===== src/rtl/shifter_pkg.sv =====
`default_nettype none
// ============================================================================
// Module      : shifter_pkg
// Description : Shared op encodings, clog2 helper and stage control record
//               for the pipelined barrel shifter.
// Revision    : 1.0 - initial release
// ============================================================================
package shifter_pkg;

    localparam logic [1:0] SH_SLL = 2'b00;
    localparam logic [1:0] SH_SRL = 2'b01;
    localparam logic [1:0] SH_SRA = 2'b10;
    localparam logic [1:0] SH_ROL = 2'b11;

    function automatic int clog2(input int value);
        int r;
        r = 0;
        for (int i = 0; i < 31; i++) begin
            if ((1 << i) < value) begin
                r = i + 1;
            end
        end
        return r;
    endfunction

    // Width-independent part of a stage record; data/amt/tag are sized by the top.
    typedef struct packed {
        logic       valid;
        logic [1:0] op;
        logic       sign;
    } stage_ctl_t;

endpackage
`default_nettype wire


===== src/rtl/shift_level.sv =====
`default_nettype none
// ============================================================================
// Module      : shift_level
// Description : One barrel level: shifts or rotates by 2^K when enabled.
// Revision    : 1.0 - initial release
// ============================================================================
module shift_level
    import shifter_pkg::*;
#(
    parameter int WIDTH = 32,
    parameter int K     = 0
) (
    input  logic [WIDTH-1:0] i_data,
    input  logic [1:0]       i_op,
    input  logic             i_sign,
    input  logic             i_en,
    output logic [WIDTH-1:0] o_data
);

    localparam int c_S = 1 << K;

    logic [WIDTH-1:0] w_shifted;

    // SRA fills from the sign captured at entry, since earlier levels may
    // already have moved the original MSB.
    always_comb begin
        w_shifted = i_data;
        case (i_op)
            SH_SLL:  w_shifted = {i_data[WIDTH-1-c_S:0], {c_S{1'b0}}};
            SH_SRL:  w_shifted = {{c_S{1'b0}}, i_data[WIDTH-1:c_S]};
            SH_SRA:  w_shifted = {{c_S{i_sign}}, i_data[WIDTH-1:c_S]};
            default: w_shifted = {i_data[WIDTH-1-c_S:0], i_data[WIDTH-1:WIDTH-c_S]};
        endcase
    end

    assign o_data = i_en ? w_shifted : i_data;

endmodule
`default_nettype wire


===== src/rtl/pipelined_shifter.sv =====
`default_nettype none
// ============================================================================
// Module      : pipelined_shifter
// Description : Pipelined SLL/SRL/SRA/ROL barrel shifter with global-stall
//               valid/ready flow control and tag passthrough.
// Revision    : 1.0 - initial release
// ============================================================================
module pipelined_shifter
    import shifter_pkg::*;
#(
    parameter int WIDTH  = 32,
    parameter int STAGES = 2,
    parameter int TAGW   = 5
) (
    input  logic                     clock,
    input  logic                     reset,
    input  logic                     in_valid,
    output logic                     in_ready,
    input  logic [WIDTH-1:0]         in_data,
    input  logic [$clog2(WIDTH)-1:0] in_amt,
    input  logic [1:0]               in_op,
    input  logic [TAGW-1:0]          in_tag,
    output logic                     out_valid,
    input  logic                     out_ready,
    output logic [WIDTH-1:0]         out_data,
    output logic [TAGW-1:0]          out_tag
);

    localparam int c_L = clog2(WIDTH);

    typedef struct packed {
        stage_ctl_t       ctl;
        logic [WIDTH-1:0] data;
        logic [c_L-1:0]   amt;
        logic [TAGW-1:0]  tag;
    } stage_t;

    stage_t r_stage [STAGES];
    stage_t w_src   [STAGES];
    stage_t w_next  [STAGES];
    logic   w_adv;

    generate
        for (genvar s = 0; s < STAGES; s++) begin : g_stage
            localparam int c_LO = (s * c_L) / STAGES;
            localparam int c_HI = ((s + 1) * c_L) / STAGES - 1;

            if (s == 0) begin : g_entry
                assign w_src[s] = '{ctl:  '{valid: in_valid, op: in_op, sign: in_data[WIDTH-1]},
                                    data: in_data, amt: in_amt, tag: in_tag};
            end else begin : g_chain
                assign w_src[s] = r_stage[s-1];
            end

            for (genvar k = c_LO; k <= c_HI; k++) begin : g_level
                logic [WIDTH-1:0] w_lvl_in;
                logic [WIDTH-1:0] w_lvl_out;

                if (k == c_LO) begin : g_first
                    assign w_lvl_in = w_src[s].data;
                end else begin : g_inner
                    assign w_lvl_in = g_level[k-1].w_lvl_out;
                end

                shift_level #(
                    .WIDTH (WIDTH),
                    .K     (k)
                ) u_level (
                    .i_data (w_lvl_in),
                    .i_op   (w_src[s].ctl.op),
                    .i_sign (w_src[s].ctl.sign),
                    .i_en   (w_src[s].amt[k]),
                    .o_data (w_lvl_out)
                );
            end

            assign w_next[s] = '{ctl: w_src[s].ctl, data: g_level[c_HI].w_lvl_out,
                                 amt: w_src[s].amt, tag: w_src[s].tag};
        end
    endgenerate

    // Whole pipe moves together; a stalled output freezes every stage, bubbles included.
    assign w_adv = ~r_stage[STAGES-1].ctl.valid | out_ready;

    always_ff @(posedge clock or posedge reset) begin
        if (reset) begin
            for (int s = 0; s < STAGES; s++) begin
                r_stage[s] <= '0;
            end
        end else if (w_adv) begin
            for (int s = 0; s < STAGES; s++) begin
                r_stage[s] <= w_next[s];
            end
        end
    end

    assign in_ready  = w_adv;
    assign out_valid = r_stage[STAGES-1].ctl.valid;
    assign out_data  = r_stage[STAGES-1].data;
    assign out_tag   = r_stage[STAGES-1].tag;

endmodule
`default_nettype wire


===== config.mk =====
export PLATFORM = sky130hd
export DESIGN_NAME = pipelined_shifter
export DESIGN_NICKNAME = d
export VERILOG_FILES = /design/src/rtl/shifter_pkg.sv /design/src/rtl/shift_level.sv /design/src/rtl/pipelined_shifter.sv
export SDC_FILE = /design/constraint.sdc
export NUM_CORES = 1
export LEC_CHECK = 0
export ABC_AREA = 1
export CAP_MARGIN = 40
export CORE_MARGIN = 5
export CORE_UTILIZATION = 50
export DETAILED_ROUTE_END_ITERATION = 6
export PLACE_DENSITY = 0.78
export SYNTH_ARGS = -nofsm -noshare
export SYNTH_HDL_FRONTEND = slang
export SYNTH_SLANG_ARGS = --single-unit
export TNS_END_PERCENT = 20

===== constraint.sdc =====
create_clock -name clock -period 2.5 [get_ports clock]
set_clock_uncertainty 0.15 [all_clocks]
set_input_delay 0.5 -clock clock [delete_from_list [all_inputs] [get_ports clock]]
set_output_delay 0.5 -clock clock [all_outputs]
set_load 0.01 [all_outputs]

==> results of run 1 <==
registers in the layout, indices dropped and copies added (netlist names):
name	cells
g_stage.g_level.w_lvl_in	32
out_tag	5
out_data	32
out_valid	1
r_stage	12
per-layer routing:
| layer | GRT usage [%] | vias to the layer above | wire length [um] | part of all wire (%) |
|---|---|---|---|---|
| li1 | - | 3686 | - | - |
| met1 | 34.8 | 3227 | 8630 | 45 |
| met2 | 35.3 | 392 | 8280 | 43 |
| met3 | 4.33 | 38 | 1730 | 9.1 |
| met4 | 7.76 | 2 | 411 | 2.2 |
| met5 | 0 | - | 13 | 0.068 |
cells in the final DEF, fill, tap and decap left out, drive strengths merged:
| cell | n |
|---|---|
| clkbuf | 9 |
| a22oi | 1 |
| a21oi | 38 |
| nand2 | 444 |
| o22ai | 16 |
| clkinvlp | 2 |
| bufinv | 2 |
| nand3 | 210 |
| or2 | 10 |
| a31oi | 1 |
| o211ai | 18 |
| clkdlybuf4s50 | 86 |
| buf | 40 |
| nor2 | 36 |
| o21ai | 68 |
| clkinv | 4 |
| o21bai | 2 |
| o21a | 2 |
| nor3 | 7 |
| inv | 89 |
| dfrtp | 82 |
final cells by class:
type                       count  share of cell area, %
multi-input combinational    853                   47.6
sequential                    82                   25.6
timing repair buffer         126                   15.7
inverter                      90                   4.25
clock buffer                   9                   2.80
tap                          176                   2.74
clock inverter                 7                   1.31
power by group through the flow:
stage / registers (uW) / clock network (uW) / logic [uW]
floorplan: 1810 / 0 / 1950
global placement: 1880 / 0 / 2570
detailed placement: 1890 / 0 / 2590
CTS: 1870 / 1490 / 2610
global route: 1920 / 1550 / 2920
finish: 1870 / 1460 / 2620
worst paths after layout:
kind / start / to / slack, ns / cells past startpoint
max: out_ready / in_ready / 0.18 / 4
min: r_stage[91] / out_valid / 0.30 / 2
max reg2reg: r_stage[90] / out_data[31] / 0.51 / 12
min reg2reg: r_stage[91] / out_valid / 0.30 / 2
max in group asynchronous: reset / r_stage[54] / 1.37 / 3
min in group asynchronous: reset / out_data[27] / 0.45 / 3
metrics by stage:
step	util, %	area [um^2]	total power, uW	worst slack [ns]	TNS (ns)
2_1_floorplan	-	6840	3760	0.515	0
3_3_place_gp	57.7	7700	4450	0.0498	0
3_5_place_dp	57.7	7700	4480	-0.0160	-0.0200
4_1_cts	60.2	8030	5970	0.165	0
5_1_grt	60.2	8030	6390	0.0750	0
6_report	60.2	8030	5950	0.178	0
worst max-delay path, cell delays in order:
cell             delay [ns]
clkdlybuf4s50_1        0.51
nor2_4                 0.06
inv_2                  0.07
clkdlybuf4s50_1        0.53
cells by family after synthesis:
| kind of cell | count (synthesis) | share of synthesized area, % |
|---|---|---|
| AND/OR/NAND/NOR | 707 | 44.0 |
| buffers and inverters | 200 | 14.1 |
| flip-flops | 82 | 30.0 |
| AO/OA/AOI/OAI | 146 | 11.8 |
==> flow_summary.json, run 1 <==
{
  "yosysMostFrequentCell": "nand2_1",
  "multi_input_comb_area_um2": 3820,
  "cts_setup_buffers": 0,
  "cts_hold_buf": 0,
  "syn_area_um2": 6830,
  "grt_use_total_pct": 23.7,
  "finalCritPeriodShare_pct": 92.9,
  "dr.first_iter.drc_count": 731,
  "instances_no_fill": 1343,
  "std_cell_rows": 42,
  "holdWs_ns": 0.301,
  "arrival_ns": 1.67,
  "cts_max_level": 3,
  "clock_latency_ns": 0.35,
  "hpwl_um": 13800,
  "synth-seq-area-share_pct": 30.0,
  "cts.sinks": 82,
  "p_per_area_nw_per_um2": 741,
  "cts_root_buf": "clkbuf_16",
  "antenna_cells": 0,
  "ys_ff_latch": 82,
  "clockBufferDepth": 2,
  "synth_area_leaders": "dfrtp_1 30%, nand2_1 24%, nand3_1 15%, o21ai_0 4.7%, inv_1 4.6%",
  "via_per_inst": 5.47,
  "finalSetupViolations": 0,
  "wl_um": 19100,
  "clkTransAtPathRegs_ns": 0.07,
  "num_vias": 7345,
  "antenna_found_initial": 1,
  "numCtsBuffers": 9,
  "combPwrFrac_pct": 44.1,
  "grt_pass1_wl_um": 31900,
  "cp_max_fo": 2,
  "required_ns": 1.85,
  "synth.avg_cell_area_um2": 6.02,
  "outcome": "completed",
  "start_kind": "primary input",
  "syn_inst": 1135,
  "swShare_pct": 39.4,
  "yosysTopAreaCell": "dfrtp_1",
  "power.net_switching_uw": 2340,
  "hold_path.class": "reg2reg",
  "coreArea_um2": 13300,
  "async_reset_ff_share_pct": 100,
  "tritoncts": "done",
  "final_antenna_net_count": 0,
  "synth-warning-count": 0,
  "fmax_mhz": 431,
  "rsz0062_at_grt": "false",
  "power_frac_seq_pct": 31.4,
  "synthTopCellsByCount": "440 x nand2_1, 202 x nand3_1, 83 x inv_1",
  "die_w_um": 127,
  "cp-end-kind": "output port",
  "slew_violations": 0,
  "ir_drop_uv": 373,
  "syn_nets": 1183,
  "drc": 0,
  "seqCellArea_um2": 2050,
  "portBuffers": 86,
  "tightest_slew_ns": 0.578,
  "grt_overflow": 0,
  "start_util_pct": 51.2,
  "dp.cells": 1327,
  "syn_to_final_growth_pct": 17.5,
  "crit_type": "in2out",
  "drt-pass1-iter-count": 6,
  "layout-drive-gt1-share_pct": 7.20,
  "synth-main-ff-cell": "dfrtp_1",
  "p_leak_uw": 0.00410,
  "synth_edf_count": 0,
  "die-area_um2": 16100,
  "io_pins": 87,
  "grt_pass1_vias": 6425,
  "synth.top_cell.area_share_pct": 30.0,
  "fillCellCount": 1308,
  "period_minus_slack_ns": 2.32,
  "synthDistinctLibCells": 27,
  "slew_headroom_pct": 61.4,
  "die-height_um": 127,
  "maxCapViolations": 0,
  "pwr-share-clk_pct": 24.5,
  "hold_viol_final": 0,
  "cts_resized": 0,
  "gp_congestion": 0.904,
  "routedWlPerCell_um": 14.2,
  "layout.nets": 1210,
  "p_int_uw": 3610,
  "grt_max_degree": 87
}
(Power assumes the default switching activity.)
==> run 2: changes to the inputs <==
--- a/config.mk
+++ b/config.mk
@@ -10,7 +10,8 @@
 export CORE_MARGIN = 5
 export CORE_UTILIZATION = 50
 export DETAILED_ROUTE_END_ITERATION = 6
-export PLACE_DENSITY = 0.78
+export PLACE_DENSITY = 0.76
+export REMOVE_ABC_BUFFERS = 1
 export SYNTH_ARGS = -nofsm -noshare
 export SYNTH_HDL_FRONTEND = slang
 export SYNTH_SLANG_ARGS = --single-unit
==> flow_summary.json, run 2 (synthesis results as in run 1) <==
{
  "outcome": "completed",
  "gp_congestion": 0.940,
  "dp_slack_ns": -0.0270,
  "syn_to_final_growth_pct": 17.3,
  "slew_violations": 0,
  "dr.first_iter.drc_count": 694,
  "numCtsBuffers": 9,
  "grt_max_degree": 87,
  "tritoncts": "done",
  "cp-end-kind": "output port",
  "cts_root_buf": "clkbuf_16",
  "top_layer": "met4",
  "die-area_um2": 16100,
  "wl_met3_um": 1370,
  "wl_met2_um": 8820,
  "antenna_cells": 0,
  "cpMostUsedCell": "clkdlybuf4s50_1",
  "wl_um": 19500,
  "slew_headroom_pct": 62.5,
  "path_buf_inv": 3,
  "start_util_pct": 51.2,
  "p_per_area_nw_per_um2": 718,
  "layout.nets": 1214,
  "hold_viol_final": 0,
  "rsz0062_at_grt": "false",
  "ir_drop_uv": 432,
  "start_kind": "primary input",
  "slowest_stage": "clkdlybuf4s50_1",
  "finalCritPeriodShare_pct": 94.2,
  "finish.utilization_pct": 60.0,
  "std_cell_rows": 42,
  "period_minus_slack_ns": 2.36,
  "grt_pass1_vias": 6585,
  "drt-pass1-iter-count": 6,
  "hpwl_um": 14000,
  "finalSetupViolations": 0,
  "layout_common_cells": "440 x nand2_1, 202 x nand3_1, 86 x clkdlybuf4s50_1, 82 x inv_1, 82 x dfrtp_1",
  "required_ns": 1.85,
  "clockBufferDepth": 2,
  "instances_no_fill": 1347,
  "arrival_ns": 1.71,
  "coreArea_um2": 13300,
  "dp.cells": 1331,
  "fmax_mhz": 424,
  "drc": 0,
  "critPathMaxStageDelay_ns": 0.55,
  "placed_area_um2": 7730,
  "via_per_inst": 5.51,
  "postLayoutCellArea_um2": 8010,
  "crit_family": "buffers and inverters",
  "layout-drive-gt1-share_pct": 7.51,
  "hold_path.class": "in2async",
  "clock_latency_ns": 0.35,
  "clkTransAtPathRegs_ns": 0.07,
  "portBuffers": 86,
  "tightest_slew_ns": 0.562,
  "final_common_cell": "nand2_1",
  "cts_max_level": 3,
  "final_antenna_net_count": 0,
  "cts.sinks": 82,
  "grt_overflow": 0,
  "io_pins": 87,
  "crit_type": "in2out",
  "cp_max_fo": 2,
  "p_leak_uw": 0.00411,
  "crit_chain": "clkdlybuf4s50_1, nor2_4, inv_2, clkdlybuf4s50_1",
  "maxCapViolations": 0,
  "num_vias": 7423,
  "die-height_um": 127,
  "grt_use_total_pct": 24.4,
  "met1Wirelength_um": 8980,
  "routedWlPerCell_um": 14.5,
  "worst_slack_ns": 0.144,
  "cts_resized": 0,
  "die_w_um": 127,
  "cts_hold_buf": 0,
  "grt_pass1_wl_um": 32700,
  "cts_setup_buffers": 0,
  "antenna_found_initial": 0
}
[run 2: cell count changes in the layout (fill, tap and decap cells not counted)]
| cell | change |
|---|---|
| buf_4 | +4 |
| bufinv_16 | -2 |
| clkinv_2 | +1 |
| clkinv_4 | +2 |
| clkinvlp_4 | -1 |
| inv_6 | +1 |
| inv_8 | -1 |
[run 2: cell type report]
class	instances	area (um^2)
fill	1356	5340
clock inverter	7	60.1
inverter	90	339
multi-input combinational	853	3820
timing repair buffer	130	1290
sequential	82	2050
tap	176	220
clock buffer	9	225
[run 2: path summary, 6_finish.rpt]
kind / startpoint / endpoint / slack (ns) / cells past startpoint
setup / recovery: out_ready / in_ready / 0.14 / 4
hold / removal: reset / r_stage[46] / 0.31 / 2
setup reg to reg: r_stage[89] / out_data[4] / 0.47 / 10
hold reg to reg: r_stage[91] / out_valid / 0.31 / 2
max in group asynchronous: reset / out_data[15] / 1.30 / 3
min in group clock: r_stage[91] / out_valid / 0.31 / 2
[run 2: per-stage QoR]
step	power [uW]	hold slack, ns	setup TNS (ns)
2_1_floorplan	3380	0.270	-270.37
3_3_place_gp	4420	0.285	-0.00587
3_5_place_dp	4450	0.288	-0.0270
4_1_cts	5770	0.312	0
5_1_grt	6170	0.342	0
6_report	5750	0.313	0
[run 2: power breakdown]
part	total [uW]	internal (uW)	leakage (uW)	switching, uW
Clock	1300	691	0.000137	612
Sequential	1880	1630	0.000988	242
Combinational	2570	1080	0.00298	1490
[run 2: routing by layer]
metal / track usage, % / vias to the layer above
met2: 38.3 / 323
met5: 0 / -
met4: 7.51 / 0
li1: - / 3705
met1: 35.6 / 3367
met3: 2.61 / 28
